==> src/rtl/word_serializer_if.sv <==
// Handshake bundle between a word buffer, the serializer and the chunk sink.
// slave: the serializer side. master: the environment (buffer + line driver).
interface word_serializer_if #(
  parameter int IN_WIDTH  = 8,
  parameter int OUT_WIDTH = 2
);
  logic                 in_empty;
  logic [IN_WIDTH-1:0]  in_data;
  logic                 in_clear;
  logic                 out_en;
  logic                 flush;
  logic                 out_valid;
  logic [OUT_WIDTH-1:0] out_data;
  logic                 out_last;
  logic                 idle;

  modport slave (
    input  in_empty, in_data, out_en, flush,
    output in_clear, out_valid, out_data, out_last, idle
  );

  modport master (
    output in_empty, in_data, out_en, flush,
    input  in_clear, out_valid, out_data, out_last, idle
  );
endinterface

==> src/rtl/word_serializer.sv <==
// Word-to-chunk serializer: takes a word from an upstream holding register and
// emits it LSB chunk first, one chunk per out_en slot. The next word is pulled
// in on the last chunk's slot so back-to-back words have no empty slot.
module word_serializer #(
  parameter int IN_WIDTH  = 8,
  parameter int OUT_WIDTH = 2
) (
  input logic              clk,
  input logic              rst,
  word_serializer_if.slave bus
);
  localparam int N     = IN_WIDTH / OUT_WIDTH;
  localparam int CNT_W = (N > 1) ? $clog2(N) : 1;
  localparam logic [CNT_W-1:0] LAST = CNT_W'(N - 1);

  typedef enum logic {IDLE, SHIFT} state_t;

  state_t              state, state_n;
  logic [IN_WIDTH-1:0] shift, shift_n;
  logic [CNT_W-1:0]    cnt, cnt_n;
  logic                load;

  // State, shift register and chunk counter; reset discards any word in flight.
  always_ff @(posedge clk or posedge rst) begin
    if (rst) begin
      state <= IDLE;
      shift <= '0;
      cnt   <= '0;
    end else begin
      state <= state_n;
      shift <= shift_n;
      cnt   <= cnt_n;
    end
  end

  // Next-state: flush wins, otherwise load from idle or advance/reload per slot.
  always_comb begin
    state_n = state;
    shift_n = shift;
    cnt_n   = cnt;
    load    = 1'b0;
    if (bus.flush) begin
      state_n = IDLE;
      shift_n = '0;
      cnt_n   = '0;
    end else begin
      unique case (state)
        IDLE: begin
          if (!bus.in_empty) begin
            load    = 1'b1;
            shift_n = bus.in_data;
            cnt_n   = '0;
            state_n = SHIFT;
          end
        end
        SHIFT: begin
          if (bus.out_en) begin
            if (cnt == LAST) begin
              if (!bus.in_empty) begin
                // Reload in the last chunk's slot: no gap between words.
                load    = 1'b1;
                shift_n = bus.in_data;
                cnt_n   = '0;
              end else begin
                state_n = IDLE;
                shift_n = '0;
                cnt_n   = '0;
              end
            end else begin
              shift_n = shift >> OUT_WIDTH;
              cnt_n   = cnt + CNT_W'(1);
            end
          end
        end
        default: state_n = IDLE;
      endcase
    end
  end

  // Clear is gated by reset so the buffer never loses a word while we are held.
  assign bus.in_clear  = load & ~rst;
  assign bus.out_valid = (state == SHIFT);
  assign bus.out_data  = shift[OUT_WIDTH-1:0];
  assign bus.out_last  = (state == SHIFT) && (cnt == LAST);
  assign bus.idle      = (state == IDLE);
endmodule

==> src/flat_wrapper.sv <==
// flat-port wrapper written by rule: the top's interface ports become plain ports
module word_serializer_flat 
#(
  parameter int IN_WIDTH  = 8,
  parameter int OUT_WIDTH = 2
)
  (clk, rst, bus_in_empty, bus_in_data, bus_out_en, bus_flush, bus_in_clear, bus_out_valid, bus_out_data, bus_out_last, bus_idle);
  word_serializer_if #(.IN_WIDTH(IN_WIDTH), .OUT_WIDTH(OUT_WIDTH)) bus_i ();
  input logic clk;
  input logic rst;
  input wire logic [$bits(bus_i.in_empty)-1:0] bus_in_empty;
  input wire logic [$bits(bus_i.in_data)-1:0] bus_in_data;
  input wire logic [$bits(bus_i.out_en)-1:0] bus_out_en;
  input wire logic [$bits(bus_i.flush)-1:0] bus_flush;
  output wire logic [$bits(bus_i.in_clear)-1:0] bus_in_clear;
  output wire logic [$bits(bus_i.out_valid)-1:0] bus_out_valid;
  output wire logic [$bits(bus_i.out_data)-1:0] bus_out_data;
  output wire logic [$bits(bus_i.out_last)-1:0] bus_out_last;
  output wire logic [$bits(bus_i.idle)-1:0] bus_idle;
  assign bus_i.in_empty = bus_in_empty;
  assign bus_i.in_data = bus_in_data;
  assign bus_i.out_en = bus_out_en;
  assign bus_i.flush = bus_flush;
  assign bus_in_clear = bus_i.in_clear;
  assign bus_out_valid = bus_i.out_valid;
  assign bus_out_data = bus_i.out_data;
  assign bus_out_last = bus_i.out_last;
  assign bus_idle = bus_i.idle;
  word_serializer #(.IN_WIDTH(IN_WIDTH), .OUT_WIDTH(OUT_WIDTH)) u_core (.clk(clk), .rst(rst), .bus(bus_i));
endmodule
==> config.mk <==
export PLATFORM = sky130hd
export DESIGN_NAME = word_serializer_flat
export DESIGN_NICKNAME = d
export VERILOG_FILES = /design/src/rtl/word_serializer_if.sv /design/src/rtl/word_serializer.sv /design/src/flat_wrapper.sv
export SDC_FILE = /design/constraint.sdc
export NUM_CORES = 1
export LEC_CHECK = 0
export ABC_AREA = 0
export BUFFER_PORTS_ARGS = -buffer_cell sky130_fd_sc_hd__buf_2
export CAP_MARGIN = 20
export CORE_UTILIZATION = 45
export DETAILED_ROUTE_END_ITERATION = 8
export PLACE_DENSITY = 0.76
export SYNTH_ARGS = -nofsm -noshare
export SYNTH_HDL_FRONTEND = slang
export SYNTH_SLANG_ARGS = --single-unit
export TNS_END_PERCENT = 10
==> constraint.sdc <==
create_clock -name clk -period 4 [get_ports clk]
set_input_delay 0.6 -clock clk [delete_from_list [all_inputs] [get_ports clk]]
set_output_delay 0.6 -clock clk [all_outputs]
set_load 0.03 [all_outputs]
Word-level counts from Yosys, hierarchy flattened
Index checks and enable logic that the tools add are counted.

Bits in registers: 11. Output and inout port bits: 6. Word-level logic and storage cells: 32.

Add/subtract/negate cells: 1. Equal/unequal tests: 3. Muxes and demuxes: 20. Bitwise logic cells: 3. Reductions and logical operators: 2.

Operator list (number): $mux W8 (5); $pmux W8 S2 (1); $mux W2 (4); $mux W1 (7); $ne A3 B3 Y1 const B (2); $pmux W1 S2 (2); $pmux W2 S2 (1); $add A2 B1 Y2 const B (1); $eq A2 B2 Y1 const B (1); $not A1 Y1 (2); $reduce_and A2 Y1 (1); $and A1 B1 Y1 (1); $logic_and A1 B1 Y1 (1).

Depth between registers and ports, before layout
Word-level depth: 6. Gate-level depth with buffers: 5. Gate-level depth less buffers: 4.

Least setup slack after synthesis
Ideal clock, no wire load.

Path type: input to output. From: input port bus_flush. To: output port bus_in_clear. Arrival: 1.758 ns. Required time: 3.400 ns. Setup slack: 1.642 ns. Stages: 2. Path buffers: 1. Cell sequence: buf_4 nor4_1.

Longest elaborated chain between the ends: 2.

Ends and longest elaborated chain: start, declared (line flat_wrapper.sv:14) `input wire logic [$bits(bus_i.flush)-1:0] bus_flush;`; $mux W1 (line word_serializer.sv:42) `if (bus.flush) begin`; $and A1 B1 Y1 (line word_serializer.sv:81) `assign bus.in_clear = load & ~rst;`; end, declared (line flat_wrapper.sv:15) `output wire logic [$bits(bus_i.in_clear)-1:0] bus_in_clear;`.

Every way passes these cells.

Worst setup path in the final report
From: register u_core.cnt[0]. To: output port bus_in_clear.

Longest elaborated chain between the ends: 6.

Ends and longest elaborated chain: start, declared (line word_serializer.sv:20) `logic [CNT_W-1:0] cnt, cnt_n;`; start signal, assigned (line word_serializer.sv:32) `cnt <= cnt_n;`; $eq A2 B2 Y1 (line word_serializer.sv:58) `if (cnt == LAST) begin`; $mux W1 (line word_serializer.sv:58); $mux W1 (line word_serializer.sv:57) `if (bus.out_en) begin`; $pmux W1 S2 (line word_serializer.sv:47) `unique case (state)`; $mux W1 (line word_serializer.sv:42); $and A1 B1 Y1 (line word_serializer.sv:81).

Every way passes these cells.

==> impl_metrics.csv <==
group,metric,value,unit
synthesis,netlist_area,698,sq um
route,wl_per_cell,13.8,um
synthesis,ys_types,26,
timing,skew,0.00194,ns
floorplanning,coreArea,1370,sq um
placed_design,hpwl,1.00,mm
worst_setup_path,cp_data_arrival_time,1.52,ns
final_layout,drive_above_1_share,0.349,
floorplanning,die_area,1710,sq um
worst_setup_path,worstReg2RegStart,"u_core.cnt[0]",
clocking,clockBufferDepth,2,
power,vdd_drop_max,0.000181,V
floorplanning,io_pins,19,
route,drtIter0Drc,4,
worst_setup_path,critPathBufInv,1,
final_layout,final-instance-count-excl-fill,101,
worst_setup_path,crit_path_end_kind,"primary output",
worst_setup_path,reg2reg_to,"u_core.shift[0]",
route,drc_errors,0,
worst_setup_path,crit_fanout,9,
worst_setup_path,start_kind,"register",
route,routed_via_density,5.79,
global_routing,grt_max_degree,15,
global_routing,grt_overflow,0,
route,vias,585,
clocking,h-tree-depth,1,
synthesis,synth_fp_nets,85,
timing,drv_slew,0,
placed_design,gp_congestion,0.728,
clocking,cts_hold_buffers,0,
final_layout,fillers,155,
final_layout,mostFrequentLayoutCell,"buf_2",
timing,fin_crit_sh,0.531,
final_layout,diodes,0,
clocking,cts_tree,"yes",
final_layout,finalNetCount,101,
clocking,clk_latency,0.28,ns
route,ant_nets,0,
global_routing,grtUsageTotal,0.203,
timing,final-hold-violation-count,0,
timing,tns,0,ns
floorplanning,start_util,0.511,
worst_setup_path,critPathMaxStageDelay,0.37,ns
route,finalWirelength,1.40,mm
clocking,cts_resized,0,
worst_setup_path,worstRegToRegCells,4,
worst_setup_path,slowest_stage,"dfrtp_1",
status,status,"finished clean",
floorplanning,std_cell_rows,13,
power,p_leak,0.364,nW
worst_setup_path,r2r_setup_slack,2.58,ns
timing,rsz0062_at_grt,"false",
synthesis,postSynthCellCount,71,
timing,fin_crit,2.12,ns
clocking,cts_buffers,3,
synthesis,ys_seq_elements,11,
placed_design,post-place-cells,97,
worst_setup_path,critical_path.top_delay_family,"flip-flops",
global_routing,grt_pass1_wl,2.14,mm
placed_design,dpl_cell_area,747,sq um
worst_setup_path,cp_data_required_time,3.40,ns
final_layout,mostFrequentLayoutCells,"18 x buf_2, 11 x dfrtp_1, 7 x nor3_1",
power,power.density,333,nW/um^2
synthesis,syn_avg_cell_area,9.83,sq um
route,first_pass_iters,4,
worst_hold_path,hold_path.class,"primary input to async pin",
synthesis,synth_warnings,0,
clocking,clock_sinks,11,
clocking,postCtsSetupBuffers,0,
synthesis,seq_area_frac_synth,0.394,
floorplanning,die_y,41.4,um
placed_design,numPortBuffers,18,
timing,relSlewSlack,0.702,
final_layout,synthToLayoutAreaGrowth,10.9,%
timing,tightest_slew,0.447,ns
clocking,cts.clk_slew.worst_paths,0.07,ns
global_routing,antenna_found_initial,0,
global_routing,grt_pass1_vias,515,
run,cap_violations,0,
timing,setup_viol,0,
clocking,clock_tree.root_cell,"clkbuf_4",
worst_setup_path,criticalPathCategory,"register to primary output",
floorplanning,die_w,41.4,um
worst_setup_path,crit_chain,"ha_1, a21boi_1, nor4_1, buf_2",
timing,fmax,471,MHz
final_layout,finalInstanceArea,774,sq um
==> cells by family (layout without fill, tap and decap cells) <==
group | Yosys count | in the layout | share of synthesized area
DFF | 11 | 11 | 0.394
adders and majority gates | 1 | 1 | 0.0179
buffers and inverters | 10 | 25 | 0.102
and+or+nand+nor | 32 | 32 | 0.274
AOI/OAI and AO/OA | 16 | 16 | 0.197
muxes | 1 | 1 | 0.0143
==> stage by stage <==
step,util,setup WS (ns),hold WS (ns),total power [mW]
6_report,0.567,1.88,0.306,0.258
3_5_place_dp,0.547,2.12,0.482,0.180
5_1_grt,0.567,1.78,0.347,0.273
4_1_cts,0.567,1.86,0.320,0.260
3_3_place_gp,0.547,2.11,0.478,0.180
2_1_floorplan,-,1.64,0.452,0.169
==> Yosys cell counts (all sizes together) <==
cell type / n / area (sq um)
a31oi: 1 / 6.26
nor2b: 3 / 18.8
and2b: 3 / 26.3
and2: 1 / 6.26
dfrtp: 11 / 275
ha: 1 / 12.5
a22o: 2 / 17.5
a221oi: 3 / 26.3
inv: 3 / 11.3
nor3: 8 / 45.0
a21oi: 2 / 10.0
o311a: 1 / 10.0
a211oi: 4 / 30.0
nand3b: 3 / 22.5
nand2b: 2 / 12.5
buf: 7 / 60.1
a2111oi: 2 / 30.0
nand2: 3 / 13.8
mux2i: 1 / 10.0
nor2: 5 / 21.3
a21boi: 1 / 7.51
nor4: 4 / 25.0
==> power breakdown <==
group	switching [mW]	internal, mW
clock network	0.0429	0.0372
registers	0.00729	0.119
logic	0.0307	0.0212
total	0.0809	0.177
==> flip-flops by register name, indices dropped and copies added, names as in the netlist <==
register	cells
u_core.cnt	2
u_core.shift	8
u_core.bus.out_valid	1
==> worst max-delay path by stage <==
stage,startpoint,endpoint,slack (ns),depth (start not counted)
2_1_floorplan,bus_flush,bus_in_clear,1.64,2
3_3_place_gp,bus_flush,bus_in_clear,2.11,3
3_5_place_dp,bus_flush,bus_in_clear,2.12,3
4_1_cts,u_core.cnt[0],bus_in_clear,1.86,4
5_1_grt,u_core.cnt[0],bus_in_clear,1.78,4
6_report,u_core.cnt[0],bus_in_clear,1.88,4
==> cell type report <==
class                           count  area, sq um  area share
Sequential cell                    11          275       0.355
Multi-Input combinational cell     50          352       0.454
Inverter                            3         11.3      0.0145
Clock inverter                      1         5.00     0.00646
Tap cell                           15         18.8      0.0242
Timing Repair Buffer               18         90.1       0.116
Clock buffer                        3         22.5      0.0291
==> metal layers <==
metal	track usage	routed length, um	vias up
met5	0	0	-
met4	0.0968	29	0
met3	0.0798	88	4
met2	0.305	613	22
met1	0.255	663	268
li1	-	-	291
Note: power is estimated with default switching activity, not from simulation.
